--- src/rtl/read_return_sequencer.sv ---
// rtl/read_return_sequencer.sv - in-order read-data return sequencer across four bank controllers
//
// Purpose:
//   Tracks the bank ID of every issued read in an in-order tag FIFO and pops
//   only the backend controller whose bank is at the FIFO head, registering
//   the popped word onto the frontend read-data channel.
//
// Ports:
//   i_clk, i_rst_n                     clock, asynchronous active-low reset
//   i_issue_valid, i_issue_bank        read issued to bank i_issue_bank (0..3)
//   o_order_full, o_order_count        tag FIFO full flag and occupancy
//   i_returned_data_valid_bc0..3       backend N output FIFO non-empty (FWFT)
//   i_returned_data_bc0..3             backend N head word
//   o_backend_controller_ren_bc0..3    pop strobe to backend N (at most one high)
//   o_read_data_valid, o_read_data     registered returned word, one-cycle valid
//   o_overflow_err                     sticky: push dropped while full
//   o_timeout_err                      sticky: head wait reached TIMEOUT_CYCLES
//
// Configuration macro:
//   RD_RETURN_TIMEOUT_EN  builds the head-wait counter; otherwise o_timeout_err is 0.

`ifndef GLOBAL_CONTROLLER_WORD_SIZE
`define GLOBAL_CONTROLLER_WORD_SIZE 32
`endif

module read_return_sequencer #(
  parameter int DATA_W         = `GLOBAL_CONTROLLER_WORD_SIZE,
  parameter int DEPTH          = 16,
  parameter int TIMEOUT_CYCLES = 1024
) (
  input  logic                     i_clk,
  input  logic                     i_rst_n,
  input  logic                     i_issue_valid,
  input  logic [1:0]               i_issue_bank,
  output logic                     o_order_full,
  output logic [$clog2(DEPTH):0]   o_order_count,
  input  logic                     i_returned_data_valid_bc0,
  input  logic                     i_returned_data_valid_bc1,
  input  logic                     i_returned_data_valid_bc2,
  input  logic                     i_returned_data_valid_bc3,
  input  logic [DATA_W-1:0]        i_returned_data_bc0,
  input  logic [DATA_W-1:0]        i_returned_data_bc1,
  input  logic [DATA_W-1:0]        i_returned_data_bc2,
  input  logic [DATA_W-1:0]        i_returned_data_bc3,
  output logic                     o_backend_controller_ren_bc0,
  output logic                     o_backend_controller_ren_bc1,
  output logic                     o_backend_controller_ren_bc2,
  output logic                     o_backend_controller_ren_bc3,
  output logic                     o_read_data_valid,
  output logic [DATA_W-1:0]        o_read_data,
  output logic                     o_overflow_err,
  output logic                     o_timeout_err
);

  localparam int PTR_W = $clog2(DEPTH);
  localparam int CNT_W = PTR_W + 1;

  // Elaboration-time parameter sanity checks.
  if (DEPTH < 2 || (DEPTH & (DEPTH - 1)) != 0) begin : g_bad_depth
    $error("read_return_sequencer: DEPTH must be a power of 2 and >= 2");
  end
  if (TIMEOUT_CYCLES < 1) begin : g_bad_timeout
    $error("read_return_sequencer: TIMEOUT_CYCLES must be >= 1");
  end

  logic [1:0]        tag_mem_q [DEPTH];
  logic [PTR_W-1:0]  wr_ptr_q, wr_ptr_d;
  logic [PTR_W-1:0]  rd_ptr_q, rd_ptr_d;
  logic [CNT_W-1:0]  count_q, count_d;
  logic              overflow_q, overflow_d;
  logic [DATA_W-1:0] read_data_q, read_data_d;
  logic              read_valid_q, read_valid_d;

  logic              empty;
  logic              full;
  logic              push;
  logic              pop;
  logic [1:0]        head;
  logic [3:0]        ret_valid;
  logic [3:0]        ren;
  logic [DATA_W-1:0] head_data;

  always_comb begin
    ret_valid = {i_returned_data_valid_bc3, i_returned_data_valid_bc2,
                 i_returned_data_valid_bc1, i_returned_data_valid_bc0};
    head      = tag_mem_q[rd_ptr_q];
    empty     = (count_q == '0);
    full      = (count_q == CNT_W'(DEPTH));
    // Only the head bank may be popped; valid on any other bank is ignored.
    pop       = !empty && ret_valid[head];
    // A pop frees a slot in the same cycle, so a push while full is still accepted.
    push      = i_issue_valid && (!full || pop);

    ren = '0;
    if (pop) begin
      ren[head] = 1'b1;
    end

    case (head)
      2'd0:    head_data = i_returned_data_bc0;
      2'd1:    head_data = i_returned_data_bc1;
      2'd2:    head_data = i_returned_data_bc2;
      default: head_data = i_returned_data_bc3;
    endcase

    wr_ptr_d = push ? wr_ptr_q + 1'b1 : wr_ptr_q;
    rd_ptr_d = pop  ? rd_ptr_q + 1'b1 : rd_ptr_q;

    case ({push, pop})
      2'b10:   count_d = count_q + 1'b1;
      2'b01:   count_d = count_q - 1'b1;
      default: count_d = count_q;
    endcase

    overflow_d   = overflow_q | (i_issue_valid && !push);
    read_data_d  = pop ? head_data : read_data_q;
    read_valid_d = pop;
  end

  always_ff @(posedge i_clk or negedge i_rst_n) begin
    if (!i_rst_n) begin
      wr_ptr_q     <= '0;
      rd_ptr_q     <= '0;
      count_q      <= '0;
      overflow_q   <= 1'b0;
      read_data_q  <= '0;
      read_valid_q <= 1'b0;
    end else begin
      wr_ptr_q     <= wr_ptr_d;
      rd_ptr_q     <= rd_ptr_d;
      count_q      <= count_d;
      overflow_q   <= overflow_d;
      read_data_q  <= read_data_d;
      read_valid_q <= read_valid_d;
    end
  end

  // Tag storage needs no reset: entries are only read while count_q is non-zero.
  always_ff @(posedge i_clk) begin
    if (push) begin
      tag_mem_q[wr_ptr_q] <= i_issue_bank;
    end
  end

`ifdef RD_RETURN_TIMEOUT_EN
  localparam int WAIT_W = $clog2(TIMEOUT_CYCLES + 1);

  logic [WAIT_W-1:0] wait_cnt_q, wait_cnt_d;
  logic              timeout_q, timeout_d;

  always_comb begin
    if (empty || pop) begin
      wait_cnt_d = '0;
    end else if (wait_cnt_q != WAIT_W'(TIMEOUT_CYCLES)) begin
      wait_cnt_d = wait_cnt_q + 1'b1;
    end else begin
      wait_cnt_d = wait_cnt_q;
    end
    timeout_d = timeout_q | (wait_cnt_d == WAIT_W'(TIMEOUT_CYCLES));
  end

  always_ff @(posedge i_clk or negedge i_rst_n) begin
    if (!i_rst_n) begin
      wait_cnt_q <= '0;
      timeout_q  <= 1'b0;
    end else begin
      wait_cnt_q <= wait_cnt_d;
      timeout_q  <= timeout_d;
    end
  end

  assign o_timeout_err = timeout_q;
`else
  assign o_timeout_err = 1'b0;
`endif

  assign o_order_full                 = full;
  assign o_order_count                = count_q;
  assign o_backend_controller_ren_bc0 = ren[0];
  assign o_backend_controller_ren_bc1 = ren[1];
  assign o_backend_controller_ren_bc2 = ren[2];
  assign o_backend_controller_ren_bc3 = ren[3];
  assign o_read_data_valid            = read_valid_q;
  assign o_read_data                  = read_data_q;
  assign o_overflow_err               = overflow_q;

endmodule

--- config.mk ---
export PLATFORM = sky130hd
export DESIGN_NAME = read_return_sequencer
export DESIGN_NICKNAME = d
export VERILOG_FILES = /design/src/rtl/read_return_sequencer.sv
export SDC_FILE = /design/constraint.sdc
export NUM_CORES = 1
export LEC_CHECK = 0
export BUFFER_PORTS_ARGS = -buffer_cell sky130_fd_sc_hd__clkbuf_2
export CAP_MARGIN = 40
export CORE_ASPECT_RATIO = 1.5
export CORE_MARGIN = 8
export CORE_UTILIZATION = 30
export CTS_BUF_LIST = sky130_fd_sc_hd__clkbuf_16
export CTS_CLUSTER_DIAMETER = 50
export CTS_CLUSTER_SIZE = 12
export DETAILED_ROUTE_END_ITERATION = 8
export GPL_TIMING_DRIVEN = 0
export PLACE_DENSITY = 0.63
export SYNTH_ARGS = -nofsm -noshare
export SYNTH_HDL_FRONTEND = slang
export SYNTH_SLANG_ARGS = --single-unit
--- constraint.sdc ---
create_clock -name i_clk -period 8.1 [get_ports i_clk]
set_input_delay 0.405 -clock i_clk [delete_from_list [all_inputs] [get_ports i_clk]]
set_output_delay 0.405 -clock i_clk [all_outputs]
set_load 0.1 [all_outputs]
**Word level (Yosys, flattened, before mapping)**

Memories as Yosys holds them, arrays and structs flattened.
Cells that the tools add are included.

- Logic and storage cells: 39
- Output and inout bits: 45
- RAM bits: 32
- Register bits: 47
- Memories kept: 1
- Input port bits: 137

- Eq/ne operators: 5
- Order comparisons: 2
- Add/sub/neg operators: 4
- Bitwise gates (word level): 1
- Muxes and demuxes: 9
- Reduce and logical (&&, ||, !) cells: 11

Memory list:

| name | depth | bits a word | rd ports | clocked after Yosys merged registers in | wr ports | RTL line | text |
|---|---|---|---|---|---|---|---|
| tag_mem_q | 16 | 2 | 1 | 0 | 1 | 66 | `logic [1:0] tag_mem_q [DEPTH];` |

Operators by type and width:

| operator | number |
|---|---|
| case mux 32 bit (3 select lines) | 1 |
| case mux 5 bit (2 select lines) | 1 |
| adder 4 x 1 -> 4 bit, second input constant | 2 |
| adder 5 x 1 -> 5 bit, second input constant | 1 |
| == test 5 bit, second input constant | 1 |
| zero test 5 bit | 1 |
| subtractor 5 x 1 -> 5 bit, second input constant | 1 |
| == test 2 x 1 -> 1 bit, second input constant | 2 |
| == test 2 bit, second input constant | 2 |
| logical AND 1 bit | 4 |
| 2-to-1 mux 1 bit | 4 |
| 2-to-1 mux 4 bit | 1 |
| zero test 1 bit | 3 |
| < comparator 2 x 3 -> 1 bit, second input constant | 1 |
| binary-select mux 1 bit (select 2 bit) | 1 |
| demux 1 bit (select 2 bit) | 1 |
| greater-or-equal comparator 2 x 1 -> 1 bit, second input constant | 1 |
| zero test 2 bit | 1 |
| nonzero test 2 bit | 1 |
| logical OR 1 bit | 1 |
| bitwise OR 1 bit | 1 |

**Longest topological paths before layout**

An unclocked memory read counts as a cell.

- Depth after elaboration: 9
- Gate-level depth with buffers: 16
- Gate-level depth less buffers: 13

**Worst setup path before layout**

OpenSTA, ideal clock, no wires.

- Kind: register to output
- Start: register rd_ptr_q[0]
- End: output o_backend_controller_ren_bc1
- Path buffers: 2
- Arrival time: 3.460 ns
- Setup slack: 4.235 ns
- Data required time: 7.695 ns
- Cell stages (with the launch flop): 7
- Cells stage by stage: dfrtp_1 -> buf_6 -> mux4_2 -> a22o_1 -> a41oi_4 -> clkbuf_1 -> nor3_1

- Word-level cells in the longest chain between the ends: 6
- Elaborated cells on any way between the ends: 10
- Those cells by class: 2 x order compare; 5 x mux; 2 x reduce/logical; 1 x memory

Ends and longest elaborated chain:

| item | RTL line | text |
|---|---|---|
| from (decl) | 68 | `logic [PTR_W-1:0] rd_ptr_q, rd_ptr_d;` |
| from (signal assigned) | 130 | `rd_ptr_q <= rd_ptr_d;` |
| memory (16 x 2 bit) (*) | n/a |  |
| < comparator 2 x 3 -> 1 bit (not written as such) / greater-or-equal comparator 2 x 1 -> 1 bit (equally long branches) | 96 | `ren[head] = 1'b1;` |
| logical AND 1 bit (not written as such) | 96 |  |
| 2-to-1 mux 1 bit (not written as such) | 96 |  |
| demux 1 bit (select 2 bit) | 96 |  |
| 2-to-1 mux 4 bit (*) | 95 | `if (pop) begin` |
| to (decl) | 46 | `output logic o_backend_controller_ren_bc1,` |

Every way passes the cells marked *; elsewhere a longest branch is shown, timed or not. The select of a mux whose other input is x is not followed.

**Worst setup path in the final report**

- Start: register rd_ptr_q[0]
- End: register count_q[4] (netlist: o_order_count[4])

- Word-level cells in the longest chain between the ends: 8
- Elaborated cells on any way between the ends: 10
- Those cells by class: 2 x eq/ne; 3 x mux; 4 x reduce/logical; 1 x memory

Ends and longest elaborated chain:

| item | RTL line | text |
|---|---|---|
| memory (16 x 2 bit) (*) | n/a |  |
| binary-select mux 1 bit (select 2 bit) (*) | 90 | `pop = !empty && ret_valid[head];` |
| 2-to-1 mux 1 bit (not written as such) (*) | 90 |  |
| logical AND 1 bit (*) | 90 |  |
| logical OR 1 bit | 92 | `push = i_issue_valid && (!full \|\| pop);` |
| logical AND 1 bit | 92 |  |
| == test 2 x 1 -> 1 bit / == test 2 bit (equally long branches) | 109 | `case ({push, pop})` |
| case mux 5 bit (2 select lines) / nonzero test 2 bit (equally long branches) | n/a |  |
| to (signal assigned) | 131 | `count_q <= count_d;` |
| to (decl) | 69 | `logic [CNT_W-1:0] count_q, count_d;` |

Marked as above.
A chain may end at the register's enable or synchronous reset.

==> results.md <==
* Final Hold Fails at 0
* Max-slew violations at 0
* IO buf count at 180
* Hold/Removal Path Class: in -> async
* Most frequent cells after synthesis: nand2_1 (138), dfrtp_1 (47), a22o_1 (36), a31oi_1 (36), nand3_1 (36)
* Post_cts resized at 0
* Final period utilization at 0.523
* Final setup viols at 0
* R2r setup slk at 3.87 ns
* Post-CTS setup buffer count at 0
* Core Box Area at around 14,000 µm²
* Largest net degree at the start of global routing at 30
* Setup TNS at 0 ns
* Most numerous cell in the Yosys netlist: nand2_1
* Worst slew margin at 0.596
* Latest clock arrival within the worst-skew pair at around 0.33 ns
* Clock transition at path regs at roughly 0.07 ns
* H-Tree Depth at 3
* Layout cells sized above 1 at 0.337
* Cell area after synthesis at ~4400 µm²
* Yosys cell types at 39
* # hold bufs at CTS at 0
* CP Cell Sequence: buf_6 > mux4_2 > a22o_1 > a41o_1 > a21oi_2 > o21ai_1 > buf_4 > buf_2 > nor2_1 > inv_1 > fa_1 > nor2b_1 > o21ai_0 > and3_1 > mux2_2 > xor2_1
* Mapped Nets at 612
* Root Buffer: clkbuf_16
* Final min period at around 4.2 ns
* # IOs at approximately 180
* Ys flop type: dfrtp_1
* Vias in the first global route at 4,277
* Starting Density at 0.303
* Startpoint types: flip-flop
* Routability cong. at around 0.83
* Die footprint at ~19,000 µm²
* Critical Path AT at approximately 4.5 ns
* Rows at 54
* CP Capture Type: flip-flop
* Synth-to-Final Area Change at 33.8%
* Endpoint of the worst register-to-register path: o_order_count[4]
* CP max stage delay at 0.56 ns
* Final #Nets at slightly above 800
* Total of max-cap violations at 0
* WL per Instance at ~18 µm
* Vias/cell at around 4.9
* Slowest stage cell, crit path: mux4_2
* Final ANT Viol Nets at 0
* Cells after Synth at approximately 470
* Worst setup path startpoint: rd_ptr_q[0]
* Worst-margin pin slew at slightly above 0.6 ns
* R2r worst-path depth at 16
* Congestion Overflow GR at 0
* Die H at 164 µm
* RSZ-0062 raised after global routing: no
* Maximum clock frequency at 236 MHz
* Vias post-DR at between 4,000 and 5,000
* TritonCTS buffer count at 9
* CTS tree: built
* Crit path max fanout at 10
* Pre-Repair DR Iteration Count at 5
* Synth top area cells: dfrtp_1 (27%), edfxtp_1 (22%), nand2_1 (12%)
* Avg Cell Area, Syn at ~9.4 µm²
* Status: finished clean
* GR Util All Layers at 0.161
* Crit Path Class: reg -> reg
* Share of the synthesized area in the top cell type at 0.268
* #FFs+latches synth at 79
* Initial DRC Count at roughly 220
* Antenna diode count at 0
* Post-synth EDFFs at 32
* Seq/Total Area, Yosys at 0.487
* Die X at 115 µm
* Reg-to-reg startpoint: rd_ptr_q[0]
* Antenna violations before repair at 0
* Post-DP HPWL at between 10,000 and 15,000 µm
* Synth warnings at 0
* FFs w/ async S/R, synth at 0.595
* CP Data Required Time at ~8.3 ns
* Largest area contributor in the netlist: dfrtp_1
* Clock Skew at slightly above 0.008 ns
* Clock Sinks at 79
* Remaining DRCs at 0
* First-pass GRT wire length at approximately 23,000 µm
* Drt total wl at ~15,000 µm
* CTS max path bufs at 2
==> through the flow <==
step | area [µm²] | hold slack, ns | utilization | instances | setup WS [ns]
3_3_place_gp | 5530 | 0.452 | 0.383 | 842 | 3.85
5_1_grt | 5870 | 0.0793 | 0.406 | 860 | 3.63
3_5_place_dp | 5560 | 0.433 | 0.384 | 844 | 3.82
2_1_floorplan | 4390 | 0.109 | - | 466 | 4.24
4_1_cts | 5870 | 0.0719 | 0.406 | 860 | 3.80
6_report | 5870 | 0.0566 | 0.406 | 860 | 3.87
==> layer usage <==
layer  wire (µm)  up-vias  track usage
met4         178        0       0.0462
met2        8040      162        0.290
met1        6030     1986        0.188
met3         975        8       0.0335
met5           0        -            0
li1            -     2041            -
==> worst max-delay path by stage <==
| stage | to | cells after the start |
|---|---|---|
| floorplan | o_backend_controller_ren_bc1 | 6 |
| global placement | o_order_count[4] | 16 |
| detailed placement | o_order_count[4] | 16 |
| CTS | o_order_count[4] | 16 |
| global route | o_order_count[4] | 16 |
| finish | o_order_count[4] | 16 |
==> placed cells by master, fill, tap and decap left out, types with 2 or more instances in the layout <==
| cell | count |
|---|---|
| nand2_1 | 138 |
| nor3_1 | 6 |
| nand3b_1 | 2 |
| and3_1 | 3 |
| a22o_1 | 36 |
| a21oi_1 | 4 |
| ha_1 | 8 |
| nand3_1 | 36 |
| xnor2_1 | 8 |
| dfrtp_1 | 47 |
| nand2b_1 | 4 |
| mux4_2 | 7 |
| a21o_1 | 2 |
| clkbuf_2 | 180 |
| a31oi_1 | 36 |
| mux2_2 | 4 |
| o21ai_0 | 2 |
| clkbuf_1 | 17 |
| buf_2 | 10 |
| mux2i_1 | 5 |
| buf_4 | 3 |
| nor2b_1 | 3 |
| clkbuf_16 | 9 |
| inv_8 | 2 |
| inv_1 | 13 |
| xor2_1 | 2 |
| edfxtp_1 | 32 |
| a32o_1 | 2 |
| clkinv_4 | 2 |
| o22ai_1 | 2 |
| nor2_1 | 20 |
| buf_1 | 5 |
==> sequential cells by signal, summed over array words and instances, names as in the netlist <==
name	flops
o_order_count	5
o_overflow_err	1
o_read_data	32
o_read_data_valid	1
rd_ptr_q	4
tag_mem_q	32
wr_ptr_q	4
==> layout make-up <==
cell class,count,area [µm²]
plain buffers,35,159
clock buffers,9,225
clock inverters,7,81.3
fillers,1531,8590
inverters,12,45.0
multi-input cells,340,2040
flip-flops and latches,79,2140
well taps,196,245
repair buffers,182,928
==> logic make-up after synthesis <==
family	after synthesis	synth area share
and+or+nand+nor	214	0.204
AOI/OAI and AO/OA	90	0.157
DFF	79	0.487
buffers and inverters	47	0.0465
muxes	16	0.0576
xor gates and xnor gates	10	0.0200
adders and majority gates	9	0.0274
other	1	0.000855
==> critical path: cells and delay by family (launching register included) <==
| kind | cells | cell delay, ns |
|---|---|---|
| AO/OA/AOI/OAI | 5 | 1.02 |
| multiplexers | 2 | 0.82 |
| buffers and inverters | 4 | 0.70 |
| AND/OR/NAND/NOR | 3 | 0.58 |
| flip-flops | 1 | 0.44 |
| adder cells (fa/ha/maj) | 1 | 0.42 |
| XOR/XNOR | 1 | 0.14 |
Power is not shown: default switching activity piles up to over one toggle a cycle in this logic, so the estimate is an artifact.
